==> src/rtl/dither_pack_pkg.sv <==
// Shared constants and elaboration helpers for the dither output packer.
package dither_pack_pkg;

    localparam int unsigned PIX_W        = 4;
    localparam int unsigned PIX_PER_BEAT = 4;
    localparam int unsigned BEAT_W       = 16;
    localparam int unsigned BPP_MIN      = 1;
    localparam int unsigned BPP_MAX      = 2;

    function automatic bit bpp_legal(input int unsigned bpp);
        return (bpp >= BPP_MIN) && (bpp <= BPP_MAX);
    endfunction

    // A word must hold a whole number of beats and more than one beat.
    function automatic bit out_w_legal(input int unsigned bpp, input int unsigned out_w);
        if (bpp == 0) return 1'b0;
        return ((out_w % (PIX_PER_BEAT * bpp)) == 0) && (out_w > PIX_PER_BEAT * bpp);
    endfunction

endpackage

==> src/rtl/dither_pack_if.sv <==
// Pixel-beat input stream and packed-word output stream of the packer.
interface dither_pack_if #(
    parameter int unsigned OUT_W = 32
) ();
    import dither_pack_pkg::*;

    logic [BEAT_W-1:0] in_data;
    logic              in_valid;
    logic              in_ready;
    logic              in_last;
    logic              invert;
    logic [OUT_W-1:0]  out_data;
    logic              out_valid;
    logic              out_ready;
    logic              out_last;

    modport master (
        output in_data, in_valid, in_last, invert, out_ready,
        input  in_ready, out_data, out_valid, out_last
    );

    modport slave (
        input  in_data, in_valid, in_last, invert, out_ready,
        output in_ready, out_data, out_valid, out_last
    );

endinterface

==> src/rtl/pix_quant.sv <==
// Combinational quantizer: keeps the top BPP bits of a dithered pixel, optionally inverted.
module pix_quant
    import dither_pack_pkg::*;
#(
    parameter int unsigned BPP = 1
) (
    input  logic [PIX_W-1:0] i_p,
    input  logic             i_invert,
    output logic [BPP-1:0]   o_q_c
);

    logic [BPP-1:0] w_q;
    logic           w_unused_lsbs;

    assign w_q           = i_p[PIX_W-1 -: BPP];
    assign o_q_c         = i_invert ? ~w_q : w_q;
    // Dither bias is applied upstream, so the low bits are simply truncated.
    assign w_unused_lsbs = ^i_p[PIX_W-BPP-1:0];

endmodule

==> src/rtl/dither_pack.sv <==
// Quantizes 4-pixel beats to BPP bits each and packs them MSB-first into OUT_W-bit words.
module dither_pack
    import dither_pack_pkg::*;
#(
    parameter int unsigned BPP   = 1,
    parameter int unsigned OUT_W = 32
) (
    input  logic         clk,
    input  logic         rst_n,
    dither_pack_if.slave bus
);

    localparam int unsigned CODE_W = PIX_PER_BEAT * BPP;
    localparam int unsigned BEATS  = OUT_W / CODE_W;
    localparam int unsigned ACC_W  = OUT_W - CODE_W;
    localparam int unsigned CNT_W  = (BEATS > 1) ? $clog2(BEATS) : 1;
    localparam int unsigned SH_W   = $clog2(OUT_W);

    generate
        if (!bpp_legal(BPP)) begin : g_bad_bpp
            $error("dither_pack: BPP must be 1 or 2");
        end
        if (!out_w_legal(BPP, OUT_W)) begin : g_bad_out_w
            $error("dither_pack: OUT_W must be a multiple of 4*BPP and hold at least two beats");
        end
    endgenerate

    logic [ACC_W-1:0]  r_acc;
    logic [CNT_W-1:0]  r_cnt;
    logic [OUT_W-1:0]  r_out_data;
    logic              r_out_valid;
    logic              r_out_last;

    logic              w_in_ready;
    logic              w_accept;
    logic              w_complete;
    logic              w_pop;
    logic [CODE_W-1:0] w_code;
    logic [SH_W-1:0]   w_shift;
    logic [OUT_W-1:0]  w_word;

    for (genvar g = 0; g < int'(PIX_PER_BEAT); g++) begin : g_pix
        pix_quant #(.BPP(BPP)) u_quant (
            .i_p      (bus.in_data[BEAT_W-1-g*PIX_W -: PIX_W]),
            .i_invert (bus.invert),
            .o_q_c    (w_code[CODE_W-1-g*BPP -: BPP])
        );
    end

    assign w_in_ready = !r_out_valid || bus.out_ready;
    assign w_accept   = bus.in_valid && w_in_ready;
    assign w_complete = w_accept && ((r_cnt == CNT_W'(BEATS - 1)) || bus.in_last);
    assign w_pop      = r_out_valid && bus.out_ready;

    // acc is zero above the filled beats, so shifting left-aligns a partial word with zero LSBs.
    assign w_shift = SH_W'((BEATS - 1 - 32'(r_cnt)) * CODE_W);
    assign w_word  = {r_acc, w_code} << w_shift;

    always_ff @(posedge clk or negedge rst_n) begin
        if (!rst_n) begin
            r_acc       <= '0;
            r_cnt       <= '0;
            r_out_data  <= '0;
            r_out_valid <= 1'b0;
            r_out_last  <= 1'b0;
        end else begin
            if (w_accept) begin
                if (w_complete) begin
                    r_acc <= '0;
                    r_cnt <= '0;
                end else begin
                    r_acc <= (r_acc << CODE_W) | ACC_W'(w_code);
                    r_cnt <= r_cnt + CNT_W'(1);
                end
            end
            // A completing beat takes priority over a pop so back-to-back words leave no gap.
            if (w_complete) begin
                r_out_data  <= w_word;
                r_out_valid <= 1'b1;
                r_out_last  <= bus.in_last;
            end else if (w_pop) begin
                r_out_valid <= 1'b0;
                r_out_last  <= 1'b0;
            end
        end
    end

    assign bus.in_ready  = w_in_ready;
    assign bus.out_data  = r_out_data;
    assign bus.out_valid = r_out_valid;
    assign bus.out_last  = r_out_last;

endmodule

==> src/flat_wrapper.sv <==
// flat-port wrapper written by rule: the top's interface ports become plain ports
module dither_pack_flat import dither_pack_pkg::*;
#(
    parameter int unsigned BPP   = 1,
    parameter int unsigned OUT_W = 32
)
  (clk, rst_n, bus_in_data, bus_in_valid, bus_in_last, bus_invert, bus_out_ready, bus_in_ready, bus_out_data, bus_out_valid, bus_out_last);
  dither_pack_if #(.OUT_W(OUT_W)) bus_i ();
  input  logic clk;
  input  logic rst_n;
  input wire logic [$bits(bus_i.in_data)-1:0] bus_in_data;
  input wire logic [$bits(bus_i.in_valid)-1:0] bus_in_valid;
  input wire logic [$bits(bus_i.in_last)-1:0] bus_in_last;
  input wire logic [$bits(bus_i.invert)-1:0] bus_invert;
  input wire logic [$bits(bus_i.out_ready)-1:0] bus_out_ready;
  output wire logic [$bits(bus_i.in_ready)-1:0] bus_in_ready;
  output wire logic [$bits(bus_i.out_data)-1:0] bus_out_data;
  output wire logic [$bits(bus_i.out_valid)-1:0] bus_out_valid;
  output wire logic [$bits(bus_i.out_last)-1:0] bus_out_last;
  assign bus_i.in_data = bus_in_data;
  assign bus_i.in_valid = bus_in_valid;
  assign bus_i.in_last = bus_in_last;
  assign bus_i.invert = bus_invert;
  assign bus_i.out_ready = bus_out_ready;
  assign bus_in_ready = bus_i.in_ready;
  assign bus_out_data = bus_i.out_data;
  assign bus_out_valid = bus_i.out_valid;
  assign bus_out_last = bus_i.out_last;
  dither_pack #(.BPP(BPP), .OUT_W(OUT_W)) u_core (.clk(clk), .rst_n(rst_n), .bus(bus_i));
endmodule
==> config.mk <==
export PLATFORM = sky130hd
export DESIGN_NAME = dither_pack_flat
export DESIGN_NICKNAME = d
export VERILOG_FILES = /design/src/rtl/dither_pack_pkg.sv /design/src/rtl/dither_pack_if.sv /design/src/rtl/pix_quant.sv /design/src/rtl/dither_pack.sv /design/src/flat_wrapper.sv
export SDC_FILE = /design/constraint.sdc
export NUM_CORES = 1
export LEC_CHECK = 0
export CAP_MARGIN = 20
export CORE_MARGIN = 1.5
export CORE_UTILIZATION = 45
export DETAILED_ROUTE_END_ITERATION = 16
export MAX_ROUTING_LAYER = met4
export PLACE_DENSITY = 0.71
export SLEW_MARGIN = 20
export SYNTH_ARGS = -nofsm -noshare
export SYNTH_HDL_FRONTEND = slang
export SYNTH_SLANG_ARGS = --single-unit
export TNS_END_PERCENT = 10
==> constraint.sdc <==
create_clock -name clk -period 1.7 [get_ports clk]
set_input_delay 0.255 -clock clk [delete_from_list [all_inputs] [get_ports clk]]
set_output_delay 0.255 -clock clk [all_outputs]
set_load 0.03 [all_outputs]
==> results.json <==
{
  "synthFlopType": "dfrtp_1",
  "port_buffers": 44,
  "cp_max_fo": 5,
  "globalplace.congestion": 0.865,
  "slew_viol_final": 0,
  "num_vias": 2844,
  "synthTopCellsByArea": "dfrtp_1, mux4_2, nand2_1, o21ai_0, a22o_1",
  "yosysMostFrequentCell": "nand2_1",
  "ys_seq_elements": 65,
  "drive_gt1_frac": 0.285,
  "vdd_drop_max_v": 0.000575,
  "clk_path_buf_depth": 2,
  "netlist_instances": 313,
  "clk_pin_slew_ns": 0.07,
  "cp-end-kind": "flop",
  "min_period_over_period": 1.11,
  "p_leak_nw": 2.04,
  "grt_pass1_vias": 2539,
  "clock_latency_ns": 0.34,
  "cpPeakStageDelay_ns": 0.36,
  "drtIter0Drc": 306,
  "min_period_ns": 1.89,
  "cts.sinks": 65,
  "synth_edf_count": 0,
  "drt_wl_total_microns": 8770,
  "cp_num_buf_inv": 2,
  "critPathKind": "reg -> reg",
  "finalHoldViolCount": 0,
  "final-seq-area_sq_um": 1630,
  "ant_nets": 0,
  "rows": 31,
  "rsz0062_at_grt": "yes",
  "area_growth_pct": 42.2,
  "grt_max_degree": 66,
  "multi_input_area_sq_um": 1660,
  "viasPerCell": 5.73,
  "drtPass1Iterations": 5,
  "cpLargestDelayFamily": "simple AND/OR/NAND/NOR gates",
  "cts_tree": "done",
  "grt_use_total": 0.229,
  "outcome": "finished with violations",
  "busiest_layer": "met2",
  "pin_count": 57,
  "postLayoutCoreUtil": 0.658,
  "setup_viol": 59,
  "grt_pass1_wl_microns": 13000,
  "fin_worst_skew_ns": 0.00784,
  "async_flop_share": 1.00,
  "syn_nets": 337,
  "use_met1": 0.291,
  "crit_path_frequent_cell": "buf_12",
  "core_region_area_sq_um": 7180,
  "synth_area_leader_cell": "dfrtp_1",
  "antenna_found_initial": 0,
  "syn_avg_cell_area_sq_um": 10.6,
  "grt_util_met2": 0.355,
  "path_depth": 7,
  "synth_common_cells": "nand2_1, dfrtp_1, o21ai_0",
  "critical_path_arrival_ns": 2.11,
  "powerDensity_nw_per_um2": 1410,
  "start_util": 0.463,
  "max_freq_mhz": 530,
  "fillCellCount": 520,
  "startpoint_type": "flop",
  "met3_usage": 0.0345,
  "wl_per_cell_microns": 17.7,
  "dp_hpwl_microns": 5420,
  "slew_headroom": 0.669,
  "setup_ws_ns": -0.187,
  "drc": 0,
  "whs_ns": 0.455,
  "path_cells": "ha_2 > ha_4 > nor2_4 > or3_4 > buf_12 > buf_12 > a221o_1",
  "violations": "negative setup slack",
  "power.total_mw": 6.64,
  "hp-class": "in -> async",
  "yosysUniqueCellTypes": 30,
  "drv_cap": 0,
  "cp.required_ns": 1.92,
  "rr_worst_depth": 7,
  "nets": 416,
  "ys_warn_count": 0,
  "die_w_microns": 88.9,
  "cts-buffers-inserted": 9,
  "ys_seq_area_frac": 0.490,
  "cts-htree-levels": 3,
  "cts-root-buf": "clkbuf_8",
  "tightest_slew_ns": 0.495,
  "die_h_microns": 88.9,
  "cp_slowest_cell": "dfrtp_1",
  "grt_overflow": 0,
  "diodes": 0,
  "setup_tns_ns": -5.61,
  "dieArea_sq_um": 7900,
  "synth_top_area_frac": 0.490,
  "syn_area_sq_um": 3320
}
-- per-stage QoR --
| step | instance area, sq um | cells | setup WS, ns |
|---|---|---|---|
| after floorplan | 3330 | 313 | -0.0792 |
| after global placement | 4100 | 467 | -0.293 |
| after detailed placement | 4100 | 467 | -0.336 |
| after CTS | 4490 | 488 | -0.228 |
| after global routing | 4720 | 496 | -0.245 |
| final | 4720 | 496 | -0.187 |
-- where the power goes --
part	switching, mW	total [mW]	leakage (nW)	internal (mW)
sequential	0.305	2.19	0.873	1.88
clock	0.591	1.71	0.130	1.12
combinational	1.45	2.74	1.04	1.30
total	2.34	6.64	2.04	4.30
-- final timing paths --
kind,start,endpoint,slack [ns]
worst max-delay path,u_core.r_cnt[0],u_core.bus.out_data[20],-0.19
worst min-delay path,rst_n,u_core.r_cnt[2],0.46
worst max register to register,u_core.r_cnt[0],u_core.bus.out_data[20],-0.19
worst min register to register,u_core.bus.out_data[16],u_core.bus.out_data[16],0.48
max in group asynchronous,rst_n,u_core.bus.out_data[11],0.97
min in group clk,u_core.bus.out_data[16],u_core.bus.out_data[16],0.48
-- layout make-up --
type,instances,share of cell area
clock buffer,10,0.0270
multi-input combinational,217,0.352
tap,99,0.0262
timing repair buffer,95,0.218
inverter,4,0.00398
sequential,65,0.345
clock inverter,6,0.0276
-- sequential cells by signal, indices dropped and copies added (netlist names) --
register / count
u_core.bus.out_data: 32
u_core.bus.out_valid: 1
u_core.r_acc: 28
u_core.bus.out_last: 1
u_core.r_cnt: 3
-- cell families (layout without fill, tap and decap cells) --
logic type,after synthesis,in the layout,share of synthesized area
xor+xnor,4,4,0.0106
buf+inv,31,115,0.0441
mux,24,24,0.148
simple gates,106,106,0.145
flops,65,65,0.490
compound gates,81,81,0.155
fa+ha+maj,2,2,0.00754
-- per-layer routing --
layer  vias up  routed length, microns
met4         0                     240
met5         -                       0
met1      1401                    3590
met3        18                     543
li1       1292                       -
met2       133                    4400
-- cells in the final DEF, fill, tap and decap left out, types with 2 or more instances in the layout --
cell type and instances:
mux4_2 20, dlygate4sd2_1 2, nor2_4 2, a221o_1 8, inv_1 2, o22ai_1 4, buf_6 5, buf_16 2
nand2_2 6, nor4b_4 3, clkinv_2 2, o21ai_1 15, bufinv_16 4, dfrtp_1 65, a22oi_1 4, mux2i_1 2
nand2_1 73, buf_4 32, and2_1 4, a21o_1 4, buf_12 8, nand4_1 4, nor2_1 4, o21ai_0 28
xor2_1 4, o21ai_2 5, nand3_1 3, clkdlybuf4s50_1 41, clkbuf_16 3, a22o_1 12, clkbuf_8 9, mux2i_2 2
-- repair_timing --
| item | in CTS | in global routing |
|---|---|---|
| setup buffers | 2 | 5 |
| cloned | 2 | 3 |
| endpoints found under the hold margin | 65 | 0 |
| gates resized for setup | 11 | 48 |
| pin swaps | 14 | 14 |
| setup endpoints to repair | 53 | 64 |
| hold buffers | 1 | 0 |
-- tightest hold or removal path, cell delays in order --
cell and delay [ns]:
dlygate4sd3_1 0.52, buf_2 0.12, buf_12 0.30
No activity file was read; power rests on OpenSTA's default activity.
